$ cat config.mk
export PLATFORM = sky130hd
export DESIGN_NAME = rob_flush
export DESIGN_NICKNAME = d
export VERILOG_FILES = /design/src/rtl/rob_flush.sv
export SDC_FILE = /design/constraint.sdc
export NUM_CORES = 1
export LEC_CHECK = 0
export ABC_AREA = 0
export CAP_MARGIN = 20
export CORE_ASPECT_RATIO = 1.1
export CORE_MARGIN = 3
export CORE_UTILIZATION = 32
export CTS_CLUSTER_SIZE = 30
export DETAILED_ROUTE_END_ITERATION = 10
export PLACE_DENSITY = 0.46
export SLEW_MARGIN = 20
export SYNTH_ARGS = -nofsm -noshare
export SYNTH_HDL_FRONTEND = slang
export SYNTH_SLANG_ARGS = --single-unit
export TNS_END_PERCENT = 100
$ cat constraint.sdc
create_clock -name clk_in -period 8 [get_ports clk_in]
set_clock_uncertainty 0.05 [all_clocks]
set_input_delay 0.8 -clock clk_in [delete_from_list [all_inputs] [get_ports clk_in]]
set_output_delay 0.8 -clock clk_in [all_outputs]
set_load 0.05 [all_outputs]
$ cat src/rtl/rob_flush.sv
// Reorder buffer with in-order commit, CDB completion and mispredict flush to a surviving index.
// Optional same-cycle CDB-to-decode forwarding is enabled by defining ROB_CDB_BYPASS_EN.
module rob_flush #(
   parameter int                 SIZE       = 8,
   parameter int                 DATA_W     = 32,
   parameter int                 ITYPE_W    = 4,
   parameter logic [ITYPE_W-1:0] STORE_TYPE = ITYPE_W'(2),
   localparam int                PTR_W      = $clog2(SIZE)
) (
   input  logic               clk_in,
   input  logic               rst_n_in,
   input  logic [PTR_W-1:0]   decode_rob1_ix_in,
   input  logic [PTR_W-1:0]   decode_rob2_ix_in,
   output logic [DATA_W-1:0]  decode_value1_out,
   output logic [DATA_W-1:0]  decode_value2_out,
   output logic               decode_ready1_out,
   output logic               decode_ready2_out,
   input  logic               valid_in,
   input  logic [ITYPE_W-1:0] iType_in,
   input  logic [DATA_W-1:0]  value_in,
   input  logic [DATA_W-1:0]  dest_in,
   output logic [PTR_W-1:0]   inst_rob_ix_out,
   output logic               ready_out,
   input  logic               cdb_valid_in,
   input  logic [PTR_W-1:0]   cdb_rob_ix_in,
   input  logic [DATA_W-1:0]  cdb_value_in,
   input  logic [DATA_W-1:0]  cdb_dest_in,
   input  logic               flush_in,
   input  logic [PTR_W-1:0]   flush_rob_ix_in,
   output logic               commit_out,
   input  logic               commit_ack_in,
   output logic [PTR_W-1:0]   ix_out,
   output logic [ITYPE_W-1:0] iType_out,
   output logic [DATA_W-1:0]  value_out,
   output logic [DATA_W-1:0]  dest_out,
   output logic [PTR_W:0]     count_out
);

   logic [SIZE-1:0]    valid_q, done_q;
   logic [SIZE-1:0]    valid_nxt, done_nxt;
   logic [PTR_W-1:0]   head_q, tail_q;
   logic [PTR_W:0]     count_q;
   logic [ITYPE_W-1:0] itype_mem [SIZE];
   logic [DATA_W-1:0]  value_mem [SIZE];
   logic [DATA_W-1:0]  dest_mem  [SIZE];

   logic               issue, retire, flush_ok, cdb_hit;
   logic [PTR_W-1:0]   flush_rel;
   logic [PTR_W-1:0]   rel;
   logic [SIZE-1:0]    kill;
   logic [PTR_W:0]     flush_count;

   assign ready_out  = count_q < (PTR_W+1)'(SIZE);
   assign issue      = valid_in && ready_out && !flush_in;
   assign commit_out = valid_q[head_q] && done_q[head_q];
   assign retire     = commit_out && commit_ack_in;
   assign flush_ok   = flush_in && valid_q[flush_rob_ix_in];
   assign flush_rel  = flush_rob_ix_in - head_q;

   // Age is measured as distance from head, so wrap-around needs no special case.
   always_comb begin
      kill = '0;
      rel  = '0;
      for (int i = 0; i < SIZE; i++) begin
         rel = PTR_W'(i) - head_q;
         if (flush_ok && valid_q[i] && (rel > flush_rel))
            kill[i] = 1'b1;
      end
   end

   assign cdb_hit     = cdb_valid_in && valid_q[cdb_rob_ix_in] && !kill[cdb_rob_ix_in];
   assign flush_count = (PTR_W+1)'(flush_rel) + (PTR_W+1)'(1) - (PTR_W+1)'(retire);

   always_comb begin
      valid_nxt = valid_q & ~kill;
      done_nxt  = done_q;
      if (cdb_hit)
         done_nxt[cdb_rob_ix_in] = 1'b1;
      if (retire)
         valid_nxt[head_q] = 1'b0;
      if (issue) begin
         valid_nxt[tail_q] = 1'b1;
         done_nxt[tail_q]  = 1'b0;
      end
   end

   always_ff @(posedge clk_in or negedge rst_n_in) begin
      if (!rst_n_in) begin
         head_q  <= '0;
         tail_q  <= '0;
         count_q <= '0;
         valid_q <= '0;
         done_q  <= '0;
      end else begin
         valid_q <= valid_nxt;
         done_q  <= done_nxt;
         if (retire)
            head_q <= head_q + PTR_W'(1);
         if (flush_ok) begin
            tail_q  <= flush_rob_ix_in + PTR_W'(1);
            count_q <= flush_count;
         end else begin
            if (issue)
               tail_q <= tail_q + PTR_W'(1);
            if (issue && !retire)
               count_q <= count_q + (PTR_W+1)'(1);
            else if (!issue && retire)
               count_q <= count_q - (PTR_W+1)'(1);
         end
      end
   end

   // Payload storage carries no reset; validity lives entirely in valid_q.
   always_ff @(posedge clk_in) begin
      if (issue) begin
         itype_mem[tail_q] <= iType_in;
         value_mem[tail_q] <= value_in;
         dest_mem[tail_q]  <= dest_in;
      end
      if (cdb_hit) begin
         value_mem[cdb_rob_ix_in] <= cdb_value_in;
         if (itype_mem[cdb_rob_ix_in] == STORE_TYPE)
            dest_mem[cdb_rob_ix_in] <= cdb_dest_in;
      end
   end

   assign inst_rob_ix_out = tail_q;
   assign ix_out          = head_q;
   assign iType_out       = itype_mem[head_q];
   assign value_out       = value_mem[head_q];
   assign dest_out        = dest_mem[head_q];
   assign count_out       = count_q;

`ifdef ROB_CDB_BYPASS_EN
   logic byp1, byp2;
   assign byp1 = cdb_valid_in && (decode_rob1_ix_in == cdb_rob_ix_in) && valid_q[cdb_rob_ix_in];
   assign byp2 = cdb_valid_in && (decode_rob2_ix_in == cdb_rob_ix_in) && valid_q[cdb_rob_ix_in];
   assign decode_value1_out = byp1 ? cdb_value_in : value_mem[decode_rob1_ix_in];
   assign decode_value2_out = byp2 ? cdb_value_in : value_mem[decode_rob2_ix_in];
   assign decode_ready1_out = byp1 || (valid_q[decode_rob1_ix_in] && done_q[decode_rob1_ix_in]);
   assign decode_ready2_out = byp2 || (valid_q[decode_rob2_ix_in] && done_q[decode_rob2_ix_in]);
`else
   assign decode_value1_out = value_mem[decode_rob1_ix_in];
   assign decode_value2_out = value_mem[decode_rob2_ix_in];
   assign decode_ready1_out = valid_q[decode_rob1_ix_in] && done_q[decode_rob1_ix_in];
   assign decode_ready2_out = valid_q[decode_rob2_ix_in] && done_q[decode_rob2_ix_in];
`endif

endmodule
==> key figures <==
Detailed routing
  – Drt via density: 5.35
  – DRT iter0 DRCs: 1119
  – DRC: 0
  – Routed Antenna Nets: 0
  – Total wire length: around 110 mm
  – Drt first pass iters: 5
  – Via count: between 20000 and 25000
  – Wire length per cell: 28.7 um

Final layout
  – Layout area overhead: 19.2%
  – Final Non-Filler Cells: 3778
  – Final Cell Area: 40500 um2
  – Layout cells sized above 1: about 40%
  – Final Util: 38.7%
  – Layout Nets: 2500

Setup path
  – Critical path endpoint category: output port
  – R2R cell count: 15
  – Worst r2r src: ix_out[0]$_DFFE_PN0P_
  – Worst setup path endpoint: dest_out[12]
  – FF-to-FF End: dest_mem[0][26]$_DFFE_PP_
  – WS Path Type: register to output port
  – R2r setup slk: 2.59 ns
  – Critical Path Source Type: register
  – Req. time, crit path: 7.15 ns
  – Crit. Startpoint: ix_out[0]$_DFFE_PN0P_
  – Worst Path Arrival: ~4.7 ns
  – Crit path max fanout: 45

Logic synthesis
  – Post-Synthesis Net Count: 2227
  – Ys Warns: 0
  – Top-count cell post-synth: edfxtp_1
  – Post-Syn Area: approximately 34000 um2
  – Sequential fraction of the synthesis area: 50.0%
  – Post-synth EDFFs: approximately 540
  – Main synth FF type: edfxtp_1
  – Synth top area cells: edfxtp_1 (48%), mux4_2 (18%), mux2_2 (9.6%)
  – Average cell area after synthesis: 16.5 um2
  – Synth Register Bits: 570
  – Mapped Cells: about 2100
  – Async S/R FF share, synth: 4.56%
  – Top-area cell type share of the netlist area: 48.1%
  – Most instantiated cells after synthesis: edfxtp_1 (544), mux2_2 (290), mux4_2 (271), nand2_1 (242), mux2_4 (172)
  – Synth area leader: edfxtp_1
  – Cell variety after synth: between 60 and 70

Clock tree
  – CTS tree: yes
  – Clk root buf: clkbuf_16
  – Post-CTS Resized: 0
  – Postcts setup bufs: 0
  – CTS buffer count: 73
  – Worst-case clock buffer depth: 3
  – Clock Sinks: 570
  – Total number of H-tree levels: 3
  – Clk Latency, worst-skew pair: 0.64 ns
  – Clk slew on worst S/H paths: 0.06 ns
  – Hold_buf cts: 0

Die
  – I/O Pins: slightly below 300
  – Die Area: 110000 um2
  – FP Rows: 124
  – Die Y: between 300 and 400 um
  – Starting Density: 32.5%
  – Core area: roughly 100000 um2
  – Die W: around 320 um

Placed design
  – Gpl congestion: between 0.7 and 0.8
  – Port bufs: 295
  – Dpl cells: approximately 3600
  – Dpl cell area: 38300 um2
  – DP HPWL: 64.2 mm

GRT
  – Vias in the first global route: about 22000
  – Initial antenna violation count: 17
  – First-pass GRT wire length: 157 mm
  – Global route overflow: 0
  – Pin count of the biggest net entering global routing: 58
  – GRT Util Overall: around a fifth

STA
  – Headroom to the max-slew limit: 30.8%
  – Final-report setup violation count: 0
  – Final hold viol count: 0
  – Min Tclk post-route: 5.51 ns
  – Slew Viols, Final: 0
  – Setup TNS Final: 0 ns
  – Actual slew at the worst max-slew pin: 1.04 ns
  – F_max: around 180 MHz
  – RSZ-0062 raised after global routing: false
  – Final period utilization: 68.8%

Power and ir drop
  – Lkg Pwr: 13.7 nW
  – Peak VDD IR: 0.224 mV
  – Cell Pwr Density: between 200 and 300 nW/um2

Worst hold path
  – Hold Crit Class: register to register

Outcome
  – Outcome: completed

Run
  – MaxCap Viol Count: 0
-- registers in the layout, summed over array words and instances (netlist names) --
name / cells
dest_mem: 256
count_out: 4
done_q: 8
itype_mem: 32
ix_out: 3
value_mem: 256
inst_rob_ix_out: 3
valid_q: 8
-- power breakdown --
part / switching (mW) / internal (mW) / leakage (nW)
logic: 3.02 / 1.90 / 7.39
registers: 0.216 / 3.51 / 5.23
clock network: 1.33 / 1.79 / 1.08
total: 4.57 / 7.20 / 13.7
-- routing by layer --
metal / wire [um] / GRT usage (%) / vias up
li1: - / - / 8830
met3: 5980 / 4.08 / 151
met4: 2580 / 5.90 / 14
met5: 95 / 0 / -
met2: 56800 / 35.4 / 544
met1: 43100 / 23.6 / 10676
-- cell families (layout without fill, tap and decap cells) --
family          after synthesis  in the layout  share of synthesized area (%)
compound gates               78             78                           1.76
xor+xnor                     12             12                          0.420
fa+ha+maj                    23             23                          0.888
buf+inv                     176            501                           2.87
flops                       570            570                           50.0
mux                         860            860                           39.3
other cells                   0             12                              0
simple gates                336            336                           4.71
-- critical path: stages, from the launching register on --
cell and delay [ns]:
dfrtp_4 0.79, buf_6 0.66, buf_4 0.87, mux4_2 0.60
nand2_1 0.10, nand2_1 0.17, clkdlybuf4s50_1 0.75
-- through the flow --
step | power [mW] | hold slack, ns | setup WS, ns
2_1_floorplan | 7.04 | 0.414 | 1.33
3_3_place_gp | 8.76 | 0.424 | 1.79
3_5_place_dp | 8.78 | 0.430 | 1.66
4_1_cts | 12.0 | 0.443 | 2.00
5_1_grt | 12.3 | 0.464 | 2.11
6_report | 11.8 | 0.442 | 2.49
-- worst min path at each step --
stage	slack (ns)	cells past startpoint	startpoint	to
2_1_floorplan	0.41	1	done_q[1]$_DFF_PN0_	done_q[1]$_DFF_PN0_
3_3_place_gp	0.42	1	done_q[5]$_DFF_PN0_	done_q[5]$_DFF_PN0_
3_5_place_dp	0.43	1	done_q[5]$_DFF_PN0_	done_q[5]$_DFF_PN0_
4_1_cts	0.44	1	done_q[5]$_DFF_PN0_	done_q[5]$_DFF_PN0_
5_1_grt	0.46	1	done_q[5]$_DFF_PN0_	done_q[5]$_DFF_PN0_
6_report	0.44	1	done_q[5]$_DFF_PN0_	done_q[5]$_DFF_PN0_
-- layout make-up --
cell class | count | area (um2)
multi-input cells | 1309 | 16100
well taps | 1386 | 1730
inverters | 27 | 104
clock inverters | 36 | 263
repair buffers | 347 | 3320
flip-flops and latches | 570 | 17000
clock buffers | 91 | 1950
fillers | 9762 | 64100
diodes | 12 | 30.0
-- layout by cell type (no fill, tap or decap), types with 9 or more instances in the layout --
cell type	n
a21oi_1	13
buf_4	53
clkbuf_1	15
clkbuf_16	75
clkdlybuf4s50_1	289
clkinv_1	14
clkinv_2	10
dfrtp_1	23
diode_2	12
edfxtp_1	544
ha_1	20
inv_1	26
mux2_1	117
mux2_2	290
mux2_4	172
mux2i_1	10
mux4_2	271
nand2_1	239
nand3_1	12
nor2_1	19
o21ai_0	16
or2_2	9
Power figures use the tool's default switching activity.
